## config.mk

```make
export PLATFORM = sky130hd
export DESIGN_NAME = rd_contrl
export DESIGN_NICKNAME = d
export VERILOG_FILES = /design/src/rtl/rd_contrl.sv
export SDC_FILE = /design/constraint.sdc
export NUM_CORES = 1
export LEC_CHECK = 0
export CAP_MARGIN = 20
export CELL_PAD_IN_SITES_DETAIL_PLACEMENT = 0
export CELL_PAD_IN_SITES_GLOBAL_PLACEMENT = 1
export CORE_UTILIZATION = 27
export CTS_CLUSTER_SIZE = 30
export DETAILED_ROUTE_END_ITERATION = 8
export GPL_TIMING_DRIVEN = 0
export PLACE_DENSITY = 0.73
export SLEW_MARGIN = 20
export SYNTH_ARGS = -nofsm -noshare
export SYNTH_HDL_FRONTEND = slang
export SYNTH_SLANG_ARGS = --single-unit
```

## constraint.sdc

```tcl
create_clock -name r_clk -period 2 [get_ports r_clk]
set_input_delay 0.2 -clock r_clk [delete_from_list [all_inputs] [get_ports r_clk]]
set_output_delay 0.2 -clock r_clk [all_outputs]
set_load 0.005 [all_outputs]
```

## src/rtl/rd_contrl.sv

```systemverilog
// rd_contrl: read-side pointer and flag controller for an asynchronous FIFO.
// Runs entirely in the r_clk domain. Keeps the binary read pointer (memory
// address), exports a Gray read pointer for the write-domain synchronizer and
// derives a registered empty flag from the already-synchronized write pointer.
// Optional feature macro: RD_LEVEL_EN builds the occupancy count (rlevel) and
// the almost-empty flag (raempty); without it rlevel=0 and raempty=1.
module rd_contrl #(
    parameter int ADDR_WIDTH    = 4,
    parameter int AEMPTY_THRESH = 2
) (
    input  logic                  r_clk,
    input  logic                  r_rst,
    input  logic                  rinc,
    input  logic [ADDR_WIDTH:0]   w_ptr,
    output logic                  rempty,
    output logic                  raempty,
    output logic [ADDR_WIDTH:0]   rlevel,
    output logic [ADDR_WIDTH:0]   r_ptr,
    output logic [ADDR_WIDTH-1:0] raddr
);

    localparam int PW = ADDR_WIDTH + 1;

    logic [PW-1:0] rbin_q, rbin_d;
    logic [PW-1:0] rptr_q, rptr_d;
    logic          rempty_q, rempty_d;
    logic          rd_en;

    // Next pointer: advance only when a read is requested and data exists,
    // so a read against an empty FIFO is simply dropped.
    always_comb begin
        rd_en    = rinc & ~rempty_q;
        rbin_d   = rbin_q + {{ADDR_WIDTH{1'b0}}, rd_en};
        rptr_d   = rbin_d ^ (rbin_d >> 1);
        // Compare the post-read Gray pointer so the last read sets empty on
        // the same edge, with no bubble.
        rempty_d = (rptr_d == w_ptr);
    end

    // Pointer and empty registers; reset wins over any read in flight.
    always_ff @(posedge r_clk) begin
        if (r_rst) begin
            rbin_q   <= '0;
            rptr_q   <= '0;
            rempty_q <= 1'b1;
        end else begin
            rbin_q   <= rbin_d;
            rptr_q   <= rptr_d;
            rempty_q <= rempty_d;
        end
    end

    assign raddr  = rbin_q[ADDR_WIDTH-1:0];
    assign r_ptr  = rptr_q;
    assign rempty = rempty_q;

`ifdef RD_LEVEL_EN
    localparam logic [PW-1:0] AE_TH = PW'(AEMPTY_THRESH);

    logic [PW-1:0] wbin;
    logic [PW-1:0] rlevel_q, rlevel_d;
    logic          raempty_q, raempty_d;

    // Gray-to-binary of the write pointer: bit i is the XOR of all Gray bits
    // at or above i. Level is the modular distance to the next read pointer.
    always_comb begin
        wbin = '0;
        for (int i = 0; i < PW; i++) begin
            wbin[i] = ^(w_ptr >> i);
        end
        rlevel_d  = wbin - rbin_d;
        raempty_d = (rlevel_d <= AE_TH);
    end

    // Occupancy and almost-empty registers.
    always_ff @(posedge r_clk) begin
        if (r_rst) begin
            rlevel_q  <= '0;
            raempty_q <= 1'b1;
        end else begin
            rlevel_q  <= rlevel_d;
            raempty_q <= raempty_d;
        end
    end

    assign rlevel  = rlevel_q;
    assign raempty = raempty_q;
`else
    assign rlevel  = '0;
    assign raempty = 1'b1;
`endif

endmodule
```

### Word level (Yosys, flattened, before mapping)

Index checks and enable logic that the tools add are counted.

| operators by class | value |
|---|---|
| $add $sub $neg | 1 |
| bitwise gates (word level) | 3 |
| equality and inequality tests | 1 |

Operators with widths:

| kind | count |
|---|---|
| $add 5x1->5 | 1 |
| $eq 5x5->1 | 1 |
| $xor 5x4->5 | 1 |
| $and 1x1->1 | 1 |
| $not 1->1 | 1 |

| word-level totals | value |
|---|---|
| output and inout port bits | 16 |
| word-level logic and storage cells | 8 |
| register bits after elaboration | 11 |

### Logic depth before layout (Yosys ltp)

| logic depth | value |
|---|---|
| depth after elaboration | 5 |
| depth in mapped cells | 8 |
| gate-level depth less buffers | 8 |

### Worst setup path before layout

Ideal clock, no wire load.

| timing | value |
|---|---|
| kind | register -> register |
| from | reg rempty_q (netlist: rempty) |
| to | reg rempty_q (netlist: rempty) |
| cell stages (with the launch flop) | 9 |
| arrival time | 1.508 ns |
| library setup time | 0.120 ns |
| setup slack | 0.372 ns |
| cell sequence | dfxtp_1 > nor2b_1 > ha_1 > ha_1 > nand3_1 > xor2_1 > nor2_1 > a22oi_1 > o21bai_1 |

| on the way | value |
|---|---|
| cells in the longest elaborated chain, start to end | 5 |

Ends and longest elaborated chain:

| element | RTL line | source |
|---|---|---|
| start, declared | 26 | `logic rempty_q, rempty_d;` |
| start signal, assigned | 49 | `rempty_q <= rempty_d;` |
| $not 1->1 | 32 | `rd_en = rinc & ~rempty_q;` |
| $and 1x1->1 | 32 |  |
| $add 5x1->5 | 33 | `rbin_d = rbin_q + {{ADDR_WIDTH{1'b0}}, rd_en};` |
| $xor 5x4->5 | 34 | `rptr_d = rbin_d ^ (rbin_d >> 1);` |
| $eq 5x5->1 | 37 | `rempty_d = (rptr_d == w_ptr);` |

No other way between the ends.
A chain may end at the register's enable or synchronous reset.

### Worst setup path after layout

| timing | value |
|---|---|
| from | in rinc |
| to | reg rempty_q (netlist: rempty) |

| on the way | value |
|---|---|
| cells in the longest elaborated chain, start to end | 4 |

Ends and longest elaborated chain:

| element | RTL line | source |
|---|---|---|
| start, declared | 13 | `input logic rinc,` |
| $and 1x1->1 | 32 |  |
| $add 5x1->5 | 33 |  |
| $xor 5x4->5 | 34 |  |
| $eq 5x5->1 | 37 |  |

No other way between the ends.

==> flow_metrics.tcl <==
set metrics [dict create \
    reg2reg_slack_ns 0.28 \
    drive_above_1_share_pct 16.7 \
    synth_area_leader_cell "dfxtp_1" \
    fin_nets 90 \
    drt_pass1_iterations 2 \
    ys.flop_type "dfxtp_1" \
    clock_latency_ns 0.25 \
    cap_violations 0 \
    antenna_found_initial 0 \
    grt_max_degree 11 \
    dp_hpwl_um 658 \
    viasPerCell 3.72 \
    setup_viol 0 \
    crit_path_max_fanout 4 \
    routabilityCongestion 0.738 \
    syn_area_um2 509 \
    cp-start-kind "input pin" \
    end_kind "flop" \
    leakagePower_uw 0.000317 \
    fillCellCount 192 \
    gr-usage-all-layers_pct 9.00 \
    die_x_um 45.4 \
    postLayoutCellArea_um2 756 \
    grt_pass1_vias 324 \
    cts_tree "done" \
    grt_pass1_wl_mm 1.30 \
    switching_share_pct 21.5 \
    cts-root-buf "clkbuf_4" \
    holdBufCountCts 0 \
    yosys_warnings 0 \
    post-synth-top-count-cell "dfxtp_1" \
    drcViolationCount 0 \
    clkTransAtPathRegs_ns 0.06 \
    synth_top_area_share_pct 39.3 \
    cts_made_buffers 3 \
    pwr-share-seq_pct 51.2 \
    dieArea_mm2 0.00206 \
    placed_cell_area_um2 716 \
    synthCells 54 \
    fin_setup_tns_ns 0 \
    avgRoutedWirePerCell_um 8.17 \
    diodes 0 \
    worstPathRequired_ns 2.14 \
    fmax_mhz 548 \
    combPwrFrac_pct 17.8 \
    dieHeight_um 45.4 \
    intPower_uw 322 \
    wl_um 842 \
    ys_seq_area_share_pct 39.3 \
    cts_sinks 10 \
    cts_buffer_depth 2 \
    hold_violations 0 \
    hold_path_class "in2reg" \
    yosys_register_bits 10 \
    final_max_slew_viol_count 0 \
    async_flop_share_pct 0 \
    synthDistinctLibCells 17 \
    antenna_left 0 \
    pwr-share-clk_pct 31.0 \
    fp-row-count 15 \
    core_area_mm2 0.00175 \
    htreeDepth 1 \
    area_growth_pct 48.4 \
    p_per_area_mw_per_mm2 542 \
    grt_overflow 0 \
    post-route-period-util_pct 91.2 \
    fin_util_pct 43.3 \
    critical_path_class "in2reg" \
    synth-edff-count 0 \
    fin_crit_ns 1.82 \
    dr.first_iter.drc_count 6 \
    switching_power_uw 88.2 \
    io_buffer_count 16 \
    io_pins 24 \
    start_util_pct 29.2 \
    finClkSkew_ns 0.00259 \
    synthTopCellsByArea "dfxtp_1, xnor2_1, xor2_1" \
    synth_common_cells "dfxtp_1, nor2_1, buf_4, xnor2_1, xor2_1" \
    outcome "finished clean" \
    cp.arrival_ns 1.96 \
    vias 383 \
    ir_drop_mv 0.212 \
    postSynthAreaPerCell_um2 9.43 \
    rsz0062_at_grt "no" \
]
==> metrics by stage <==
stage	std cells	setup WS, ns	total power [µW]	hold WS (ns)
6_report	103	0.176	410	0.322
4_1_cts	102	0.0464	415	0.320
5_1_grt	103	0.0242	433	0.331
3_3_place_gp	99	-0.200	287	0.572
2_1_floorplan	58	0.372	256	0.407
3_5_place_dp	99	-0.212	287	0.584
==> cells by family (layout without fill, tap and decap cells) <==
| group | Yosys count | in the layout | share of synthesized area, % |
|---|---|---|---|
| AOI/OAI and AO/OA | 4 | 4 | 5.41 |
| xor gates and xnor gates | 13 | 13 | 23.8 |
| adders and majority gates | 2 | 2 | 4.91 |
| buffers and inverters | 7 | 27 | 9.58 |
| DFF | 10 | 10 | 39.3 |
| other | 2 | 6 | 1.47 |
| and+or+nand+nor | 16 | 16 | 15.5 |
==> cell usage in the layout (no fill, tap or decap) <==
master           instances
a21boi_1                 1
a22oi_1                  1
and3_1                   1
buf_4                    7
clkbuf_1                 1
clkbuf_4                 3
clkdlybuf4s50_1         16
conb_1                   6
dfxtp_1                 10
ha_1                     1
ha_2                     1
nand3_1                  2
nor2_1                   7
nor2b_1                  5
nor3_1                   1
o21ai_1                  1
o21bai_1                 1
xnor2_1                  6
xor2_1                   5
xor2_2                   2
==> final timing paths <==
kind	startpoint	end	depth (start not counted)
max	rinc	rempty$_SDFF_PP1_	9
min	r_rst	r_ptr[2]$_SDFF_PP0_	2
max reg2reg	rempty$_SDFF_PP1_	rempty$_SDFF_PP1_	8
min reg2reg	rbin_q[4]$_SDFF_PP0_	rbin_q[4]$_SDFF_PP0_	2
==> routing by layer <==
metal | share of wire (%) | track usage, % | vias to the layer above
li1 | - | - | 205
met4 | 1.4 | 5.45 | 0
met2 | 47 | 13.4 | 13
met1 | 45 | 11.5 | 163
met3 | 6.9 | 2.38 | 2
met5 | 0 | 0 | -
==> critical path, stage by stage <==
cell and delay [ns]:
clkdlybuf4s50_1 0.44, nor2b_1 0.14, ha_1 0.21, ha_2 0.24, nand3_1 0.14, xor2_2 0.26
nor2_1 0.07, a22oi_1 0.18, o21bai_1 0.09
==> flip-flops by register name, indices dropped and copies added, names as in the netlist <==
register	count
r_ptr	4
rbin_q	5
rempty	1
==> power by group through the flow <==
stage | Clock (µW) | Sequential (µW) | Combinational (µW)
global route | 141 | 211 | 81.1
detailed placement | 0 | 215 | 72.5
floorplan | 0 | 215 | 40.3
global placement | 0 | 214 | 72.6
CTS | 132 | 210 | 72.9
finish | 127 | 210 | 72.9
==> final cells by class <==
| type | instances | area [µm²] | share of cell area, % |
|---|---|---|---|
| multi-input combinational | 41 | 285 | 37.7 |
| timing repair buffer | 17 | 168 | 22.2 |
| sequential | 10 | 200 | 26.5 |
| buffer | 7 | 48.8 | 6.46 |
| tap | 25 | 31.3 | 4.14 |
| clock buffer | 3 | 22.5 | 2.98 |
==> what timing repair did <==
item                       CTS  global route
resized for setup            0             2
buffers inserted             0             1
setup endpoints to repair    0             1
(Power assumes the default switching activity.)
